==> config.mk <==
export PLATFORM = sky130hd
export DESIGN_NAME = clock_reset_sequencer
export DESIGN_NICKNAME = d
export VERILOG_FILES = /design/src/rtl/clock_reset_sequencer.sv
export SDC_FILE = /design/constraint.sdc
export NUM_CORES = 1
export LEC_CHECK = 0
export CORE_UTILIZATION = 35
export CTS_BUF_LIST = sky130_fd_sc_hd__clkbuf_2
export DETAILED_ROUTE_END_ITERATION = 12
export SYNTH_ARGS = -nofsm -noshare
export SYNTH_HDL_FRONTEND = slang
export SYNTH_SLANG_ARGS = --single-unit
==> constraint.sdc <==
create_clock -name clock -period 2.7 [get_ports clock]
set_input_delay 0.81 -clock clock [delete_from_list [all_inputs] [get_ports clock]]
set_output_delay 0.81 -clock clock [all_outputs]
set_load 0.03 [all_outputs]
==> src/rtl/clock_reset_sequencer.sv <==
// Clock/reset sequencer: synchronizes one async reset, then releases N_CH channel
// resets in a staggered order and runs a live-programmable divider per channel.
module clock_reset_sequencer #(
  parameter int N_CH      = 4,
  parameter int RESET_CNT = 100,
  parameter int STAGGER   = 8,
  parameter int DIV_WIDTH = 8
) (
  input  logic                      clock,
  input  logic                      reset,
  input  logic                      sw_reset,
  input  logic [N_CH*DIV_WIDTH-1:0] div,
  output logic [N_CH-1:0]           ch_reset,
  output logic [N_CH-1:0]           ch_tick,
  output logic [N_CH-1:0]           ch_clk,
  output logic                      done
);

  localparam int HOLD_W = $clog2(RESET_CNT + 1);
  localparam int STAG_W = $clog2(STAGGER + 1);
  localparam int IDX_W  = $clog2(N_CH + 1);

  localparam logic [HOLD_W-1:0] HOLD_LAST = HOLD_W'(RESET_CNT - 1);
  localparam logic [STAG_W-1:0] STAG_LAST = STAG_W'(STAGGER - 1);
  localparam logic [IDX_W-1:0]  IDX_LAST  = IDX_W'(N_CH - 1);

  typedef enum logic [1:0] {
    HOLD,
    RELEASE,
    RUN
  } state_t;

  state_t                 state;
  logic [HOLD_W-1:0]      hold_cnt;
  logic [STAG_W-1:0]      stag_cnt;
  logic [IDX_W-1:0]       ch_idx;
  logic [DIV_WIDTH-1:0]   div_cnt [N_CH];

  logic [1:0]             rst_sync;
  logic                   rst_i;

  // Assert immediately with reset, release two edges after reset drops (edge E0).
  // NOTE: sequential state uses non-blocking (<=) so every flop samples pre-edge values.
  always_ff @(posedge clock or posedge reset) begin
    if (reset) begin
      rst_sync <= 2'b11;
    end else begin
      rst_sync <= {rst_sync[0], 1'b0};
    end
  end

  assign rst_i = rst_sync[1];

  // Release sequencer: hold all channels, then free them one per STAGGER cycles.
  always_ff @(posedge clock or posedge rst_i) begin
    if (rst_i) begin
      state    <= HOLD;
      hold_cnt <= '0;
      stag_cnt <= '0;
      ch_idx   <= '0;
      ch_reset <= '1;
      done     <= 1'b0;
    end else if (sw_reset) begin
      state    <= HOLD;
      hold_cnt <= '0;
      stag_cnt <= '0;
      ch_idx   <= '0;
      ch_reset <= '1;
      done     <= 1'b0;
    end else begin
      case (state)
        HOLD: begin
          if (hold_cnt == HOLD_LAST) begin
            hold_cnt    <= '0;
            ch_reset[0] <= 1'b0;
            if (N_CH == 1) begin
              state <= RUN;
              done  <= 1'b1;
            end else begin
              state  <= RELEASE;
              ch_idx <= IDX_W'(1);
            end
          end else begin
            hold_cnt <= hold_cnt + HOLD_W'(1);
          end
        end

        RELEASE: begin
          if (stag_cnt == STAG_LAST) begin
            stag_cnt <= '0;
            for (int k = 0; k < N_CH; k++) begin
              if (ch_idx == IDX_W'(k)) ch_reset[k] <= 1'b0;
            end
            if (ch_idx == IDX_LAST) begin
              state <= RUN;
              done  <= 1'b1;
            end else begin
              ch_idx <= ch_idx + IDX_W'(1);
            end
          end else begin
            stag_cnt <= stag_cnt + STAG_W'(1);
          end
        end

        RUN: begin
        end

        default: state <= HOLD;
      endcase
    end
  end

  // Per-channel dividers. The divisor is read live and compared with >=, so
  // lowering it mid-count ticks on the next edge instead of wrapping the counter.
  // NOTE: div_cnt is a handful of flops rather than a RAM, so it takes the reset too.
  always_ff @(posedge clock or posedge rst_i) begin
    if (rst_i) begin
      for (int k = 0; k < N_CH; k++) div_cnt[k] <= '0;
      ch_tick <= '0;
      ch_clk  <= '0;
    end else if (sw_reset) begin
      for (int k = 0; k < N_CH; k++) div_cnt[k] <= '0;
      ch_tick <= '0;
      ch_clk  <= '0;
    end else begin
      for (int k = 0; k < N_CH; k++) begin
        if (ch_reset[k]) begin
          div_cnt[k] <= '0;
          ch_tick[k] <= 1'b0;
          ch_clk[k]  <= 1'b0;
        end else if (div_cnt[k] >= div[k*DIV_WIDTH +: DIV_WIDTH]) begin
          div_cnt[k] <= '0;
          ch_tick[k] <= 1'b1;
          ch_clk[k]  <= ~ch_clk[k];
        end else begin
          div_cnt[k] <= div_cnt[k] + DIV_WIDTH'(1);
          ch_tick[k] <= 1'b0;
        end
      end
    end
  end

endmodule

Yosys cells after proc, flatten, opt, wreduce, memory -nomap -nowiden
Index checks and enable logic that the tools add are counted.

Reductions and logical operators: 19. Eq/ne operators: 13. Magnitude comparators: 4. Add/sub/neg operators: 7. Bitwise operators: 4. Muxes and demuxes: 56.

Operators by type and width (number): 8-bit 2-to-1 mux (8); 8-bit by 1-bit adder with 8-bit output (second input constant) (4); 8-bit greater-or-equal comparator (4); 32-bit 2-to-1 mux (1); 4-bit 2-to-1 mux (7); 1-bit 2-to-1 mux (25); 7-bit 2-to-1 mux (3); 3-bit 2-to-1 mux (5); 3-bit != test (second input constant) (5); 3-bit nonzero test (5); 4-bit AND reduction (3); 2-bit nonzero test (6); 3-bit AND reduction (3); 2-bit 2-to-1 mux (4); 7-bit by 1-bit adder with 7-bit output (second input constant) (1); 7-bit == test (second input constant) (1); 3-bit by 2-bit == test with 1-bit output (second input constant) (2); 2-bit case mux with 3 select lines (1); 3-bit case mux with 2 select lines (1); 4-bit by 1-bit adder with 4-bit output (second input constant) (1); 4-bit by 3-bit == test with 1-bit output (second input constant) (1); 1-bit NOT (4); 3-bit by 1-bit adder with 3-bit output (second input constant) (1); 3-bit by 1-bit == test with 1-bit output (second input constant) (1); 6 further kinds (6).

Register bits: 63. Input bits: 35. Word-level logic and storage cells: 122. Output and inout bits: 13.

Depth between registers and ports, before layout
Gate-level depths: netlist of run 1.

Depth in word-level cells: 5. Depth in mapped cells: 7. Gate-level depth less buffers: 7.

Least setup slack after synthesis of run 1
OpenSTA, ideal clock, no wires.

Path type: input -> register. From: input div[10]. To: register ch_clk[1]. Stages: 7. Slack: 578 ps. Buffers on the path: 0. Data required time: 2599 ps. Arrival time: 2022 ps. Library setup time: 101 ps. Cell sequence: inv_1 > ha_1 > and3_1 > o21ai_0 > a31oi_1 > o31a_1 > nor4_1.

Longest elaborated chain between the ends: 2.

RTL lines: from (decl) (RTL line 12) `input logic [N_CH*DIV_WIDTH-1:0] div,`; 8-bit greater-or-equal comparator (RTL line 131) `end else if (div_cnt[k] >= div[k*DIV_WIDTH +: DIV_WIDTH]) begin`; 3-bit nonzero test (no line); to (signal, indexed assignment) (RTL line 134) `ch_clk[k] <= ~ch_clk[k];`; to (decl) (RTL line 15) `output logic [N_CH-1:0] ch_clk,`.

Every way passes these cells. A chain may end at the register's enable or synchronous reset.

Worst setup path in the final report of run 1
From: register ch_reset[0]. To: output ch_reset[0].

RTL lines: from (decl) (RTL line 13) `output logic [N_CH-1:0] ch_reset,`; from (signal assigned) (RTL line 61) `ch_reset <= '1;`; from (signal assigned) (RTL line 68) `ch_reset <= '1;`; from (signal assigned) (RTL line 75) `ch_reset[0] <= 1'b0;`.

No word-level cell between the ends.

==> flow_metrics.py, run 1 <==
metrics = {
    "place": {
        "numPortBuffers": 47,
        "hpwl_um": 5110,
        "place_ws_ns": -0.0367,
        "placed_area_um2": 4290,
        "gp_congestion": 0.792,
    },
    "sta": {
        "slew_violations": 0,
        "finalCritPeriodShare": 0.940,
        "rsz0062_at_grt": "no",
        "worstMarginPinSlew_ns": 0.658,
        "finClkSkew_ns": 0.0138,
        "timing.final.ws_setup_ns": 0.161,
        "whs_ns": 0.347,
        "max-slew-margin-rel": 0.561,
        "setup_viol": 0,
        "fmax_ghz": 0.394,
        "finalHoldViolCount": 0,
        "min_period_ns": 2.54,
    },
    "synthesis": {
        "async_flop_share": 1.00,
        "synth-edff-count": 0,
        "synthFlopType": "dfrtp_1",
        "synthCells": 381,
        "yosys.area.top_type_share": 0.395,
        "ys_types": 45,
        "yosys_warnings": 0,
        "synth_area_um2": 3610,
        "synthTopCellsByArea": "dfrtp_1 (39%), ha_1 (15%), nor2_1 (5.3%)",
        "yosysTopAreaCell": "dfrtp_1",
        "synth_area_per_cell_um2": 9.49,
        "ys_seq_area_frac": 0.438,
        "synth_seq_cells": 63,
        "syn_nets": 459,
    },
    "floorplanning": {
        "core_area_um2": 9910,
        "pin_count": 48,
        "num_rows": 36,
        "chipHeight_um": 104,
        "fp.dieW_um": 104,
        "die_area_um2": 10700,
        "initial_core_util": 0.365,
    },
    "detailed_routing": {
        "route.detailed.drc": 0,
        "via_count": 2758,
        "wire_per_inst_um": 11.6,
        "firstDrtPassIters": 4,
        "vias_per_cell": 4.77,
        "postRouteWirelength_um": 6690,
        "drt_iter0_drc": 81,
        "ant_nets": 0,
    },
    "cts": {
        "tritoncts": "done",
        "cts_setup_buffers": 0,
        "cts_resized": 0,
        "clk_pin_slew_ns": 0.18,
        "cts_buffers": 9,
        "clock_tree.root_cell": "clkbuf_2",
        "hold_buffers": 0,
        "htreeDepth": 3,
        "insertion_delay_ns": 0.47,
        "clock_sinks": 63,
        "cts_buffer_depth": 2,
    },
    "grt": {
        "gr-total-overflow": 0,
        "grtUsageMet2": 0.237,
        "grt_max_degree": 33,
        "grt_use_met3": 0.0459,
        "grt_use_total": 0.142,
        "grt_pass1_vias": 2825,
        "antenna_found_initial": 0,
        "grt.met1_usage": 0.172,
        "grt_first_pass_wirelength_um": 12400,
        "gr-max-usage-layer": "met2",
    },
    "status": {
        "status": "finished, final reports clean",
    },
    "final_layout": {
        "area_delta_synth_final_pct": 22.6,
        "multiInputGateArea_um2": 1850,
        "fin_nets": 518,
        "fin_area_um2": 4430,
        "drive_above_1_share": 0.0876,
        "fill_cells": 988,
        "diodes": 0,
        "area.sequential_um2": 1580,
    },
    "critical_path": {
        "reg2reg_slack_ns": 0.67,
        "regToRegStartpoint": "hold_cnt[3]",
        "slowest_delay_ns": 0.67,
        "worstSetupEndpointType": "output port",
        "crit_type": "reg -> out",
        "path_cells": "clkdlybuf4s50_1",
        "rr_worst_depth": 5,
        "critPathTopFamily": "buffers and inverters",
        "cp_slowest_cell": "clkdlybuf4s50_1",
        "start_kind": "flop",
        "r2r-end": "hold_cnt[5]",
        "cp_num_buf_inv": 1,
        "cp_max_fo": 4,
        "arrival_ns": 1.73,
        "required_ns": 1.89,
    },
    "pwr": {
        "peakVddDrop_mv": 0.251,
        "power.density_nw_per_um2": 391,
        "p_total_w": 0.00174,
        "leakage_nw": 2.07,
    },
    "min_path": {
        "holdCritPathClass": "reg -> async",
    },
    "run": {
        "maxCapViolCount": 0,
    },
}
## synth_stat cells, types with 3 or more instances
cell      number
ha_1          43
xor2_1        17
inv_1         40
nand2_1       31
nand3_1       15
nor2b_1        5
nor4_1         3
a21oi_1       14
dfrtp_1       57
a21o_1         5
nor3_1        12
xnor2_1       11
and3_1        13
nor2_1        51
a211oi_1       5
dfstp_2        6
o21ai_0       20
## cell type report
cell class,count,area share
Timing Repair Buffer,53,0.124
Tap cell,133,0.0375
Clock inverter,6,0.0192
Sequential cell,63,0.357
Clock buffer,10,0.0113
Multi-Input combinational cell,273,0.417
Inverter,40,0.0339
## metal layers
layer / up-vias / share of wire
met5: - / 0
li1: 1410 / -
met2: 39 / 0.48
met3: 6 / 0.040
met4: 0 / 0.012
met1: 1303 / 0.47
## power by group
group	internal, W	switching [W]
combinational	0.0000713	0.0000610
sequential	0.000951	0.00000385
clock	0.000308	0.000340
## worst max-delay path by stage
stage	start	endpoint	cells past startpoint
after floorplan	div[10]	ch_clk[1]	7
after global placement	div[10]	ch_clk[1]	8
after detailed placement	div[10]	ch_clk[1]	8
after CTS	ch_reset[3]	ch_reset[3]	1
after global routing	ch_reset[0]	ch_reset[0]	1
final	ch_reset[0]	ch_reset[0]	1
## flip-flops by register name, summed over array words and instances, names as in the netlist
register	flops
ch_clk	4
ch_idx	3
ch_reset	4
ch_tick	4
div_cnt	32
done	1
hold_cnt	7
rst_sync	2
stag_cnt	4
state	2
## cells by family after synthesis
kind of cell | count (synthesis) | share of synthesized area
simple gates | 143 | 0.188
flops | 63 | 0.438
compound gates | 56 | 0.100
buf+inv | 45 | 0.0502
fa+ha+maj | 43 | 0.149
xor+xnor | 28 | 0.0678
mux | 2 | 0.00554
other cells | 1 | 0.00104
## layout by cell type (no fill, tap or decap), types with 6 or more instances in the layout
| master | instances |
|---|---|
| a21oi_1 | 14 |
| and3_1 | 13 |
| clkbuf_2 | 10 |
| clkdlybuf4s50_1 | 44 |
| dfrtp_1 | 57 |
| dfstp_2 | 6 |
| ha_1 | 43 |
| inv_1 | 39 |
| nand2_1 | 31 |
| nand3_1 | 15 |
| nor2_1 | 51 |
| nor3_1 | 12 |
| o21ai_0 | 20 |
| xnor2_1 | 11 |
| xor2_1 | 17 |
## through the flow
stage               utilization  setup TNS (ns)  instances
finish                    0.447               0        578
global route              0.447               0        578
CTS                       0.447               0        578
detailed placement        0.433         -0.0367        562
global placement          0.433               0        562
floorplan                     -               0        381
No activity file was read; power rests on OpenSTA's default activity.
==> run 2: changes to the inputs <==
==> constraint.sdc (replaced) <==
create_clock -name clock -period 2.7 [get_ports clock]
set_input_delay 0.405 -clock clock [delete_from_list [all_inputs] [get_ports clock]]
set_output_delay 0.405 -clock clock [all_outputs]
set_load 0.03 [all_outputs]
==> run 2 against run 1 <==
Compared with the run above:
- die area is the same
- clock-buffer cell count is the same
- clock power grew 15%
- via count shrank 1.4%
- final cell count shrank 0.35%
- sequential cell count is the same
- setup slack gained 0.36 ns
- total power grew 5.3%
- critical path depth is the same
- sequential share of layout area grew 0.20 points
- hold slack lost 0.13 ns
- utilization shrank 0.25 points
- highest routed layer unchanged
==> flow_metrics.py, run 2 (synthesis results as in run 1) <==
metrics = {
    "floorplanning": {
        "num_rows": 36,
        "die_area_um2": 10700,
        "initial_core_util": 0.365,
        "fp.dieW_um": 104,
        "core_area_um2": 9910,
        "chipHeight_um": 104,
        "pin_count": 48,
    },
    "sta": {
        "min_period_ns": 2.18,
        "rsz0062_at_grt": "no",
        "max-slew-margin-rel": 0.343,
        "fmax_ghz": 0.459,
        "finalHoldViolCount": 0,
        "worstMarginPinSlew_ns": 0.984,
        "slew_violations": 0,
        "finClkSkew_ns": 0.0135,
        "tns_ns": 0,
        "finalCritPeriodShare": 0.807,
        "setup_viol": 0,
    },
    "detailed_routing": {
        "ant_nets": 0,
        "vias_per_cell": 4.72,
        "firstDrtPassIters": 4,
        "postRouteWirelength_um": 6690,
        "via_count": 2719,
        "wire_per_inst_um": 11.6,
        "route.detailed.drc": 0,
        "drt_iter0_drc": 74,
    },
    "grt": {
        "grt_first_pass_wirelength_um": 12000,
        "grt_use_total": 0.135,
        "grt_max_degree": 49,
        "gr-total-overflow": 0,
        "antenna_found_initial": 0,
        "grt_pass1_vias": 2700,
    },
    "critical_path": {
        "worstSetupEndpointType": "output port",
        "cp_max_fo": 5,
        "rr_worst_depth": 5,
        "path_cells": "clkdlybuf4s50_1",
        "cp.depth": 1,
        "regToRegStartpoint": "hold_cnt[3]",
        "r2r-end": "hold_cnt[5]",
        "start_kind": "flop",
        "reg2reg_slack_ns": 0.59,
        "crit_type": "reg -> out",
        "cp_slowest_cell": "clkdlybuf4s50_1",
        "required_ns": 2.30,
        "crit_end": "ch_reset[1]",
        "cp-startpoint": "ch_reset[1]",
        "cp_num_buf_inv": 1,
        "critPathTopFamily": "buffers and inverters",
        "arrival_ns": 1.77,
        "slowest_delay_ns": 0.69,
    },
    "pwr": {
        "peakVddDrop_mv": 0.203,
        "leakage_nw": 2.07,
        "power.density_nw_per_um2": 414,
    },
    "cts": {
        "tritoncts": "done",
        "cts_buffer_depth": 2,
        "clock_sinks": 63,
        "cts_buffers": 9,
        "cts_resized": 0,
        "clock_tree.root_cell": "clkbuf_2",
        "hold_buffers": 0,
        "clk_pin_slew_ns": 0.17,
        "cts_setup_buffers": 0,
        "htreeDepth": 3,
        "insertion_delay_ns": 0.47,
    },
    "place": {
        "hpwl_um": 5070,
        "numPortBuffers": 47,
        "placed_area_um2": 4250,
        "dp_cells": 560,
        "gp_congestion": 0.758,
    },
    "final_layout": {
        "largest_reg_flops": 32,
        "fin_nets": 516,
        "final_common_cell": "dfrtp_1",
        "mostFrequentLayoutCells": "dfrtp_1 (57), nor2_1 (51), clkdlybuf4s50_1 (47)",
        "drive_above_1_share": 0.0835,
        "fin_area_um2": 4410,
        "area_delta_synth_final_pct": 21.9,
        "final_cells": 576,
        "regMostFlops": "div_cnt",
        "diodes": 0,
        "reg_top3": "div_cnt x32, hold_cnt x7",
        "fill_cells": 973,
    },
    "run": {
        "maxCapViolCount": 0,
    },
    "min_path": {
        "holdCritPathClass": "in -> async",
    },
    "status": {
        "status": "finished, final reports clean",
    },
}
==> run 2: cell types whose count changed in the layout (fill, tap and decap cells not counted) <==
cell / previous run / this run
dlymetal6s2s_1: 3 / 0
buf_12: 2 / 0
clkinvlp_4: 1 / 0
clkinv_4: 1 / 0
clkdlybuf4s50_1: 44 / 47
bufinv_16: 2 / 3
inv_6: 0 / 1
==> run 2: worst min-delay path by stage <==
stage / startpoint / depth (start not counted) / to / slack [ns]
floorplan: reset / 1 / rst_sync[0] / 0.32
global placement: rst_sync[0] / 0 / rst_sync[1] / 0.35
detailed placement: rst_sync[0] / 0 / rst_sync[1] / 0.35
CTS: reset / 2 / rst_sync[1] / 0.19
global route: reset / 2 / rst_sync[1] / 0.18
finish: reset / 2 / rst_sync[1] / 0.22
==> run 2: power by group <==
group / total, W / switching, W / internal (W)
logic: 0.000129 / 0.0000604 / 0.0000689
registers: 0.000955 / 0.00000407 / 0.000951
clock network: 0.000742 / 0.000339 / 0.000403
==> run 2: layout make-up <==
class / count / area [um2] / area share
clock buffers: 10 / 50.0 / 0.0114
clock inverters: 6 / 108 / 0.0244
inverters: 40 / 150 / 0.0341
multi-input cells: 273 / 1850 / 0.420
flip-flops and latches: 63 / 1580 / 0.359
well taps: 133 / 166 / 0.0378
repair buffers: 51 / 500 / 0.114
==> run 2: through the flow <==
stage / hold WS [ns] / total power, W / worst slack, ns / utilization
6_report: 0.220 / 0.00183 / 0.522 / 0.445
5_1_grt: 0.177 / 0.00192 / 0.390 / 0.445
4_1_cts: 0.186 / 0.00187 / 0.454 / 0.445
3_5_place_dp: 0.349 / 0.00110 / 0.342 / 0.429
3_3_place_gp: 0.348 / 0.00110 / 0.386 / 0.429
2_1_floorplan: 0.317 / 0.00103 / 0.852 / -
==> run 2: routing by layer <==
layer	global-route usage	share of wire	up-vias
li1	-	-	1401
met1	0.172	0.48	1277
met2	0.224	0.48	37
met3	0.0396	0.033	4
met4	0.0373	0.010	0
met5	0	0	-
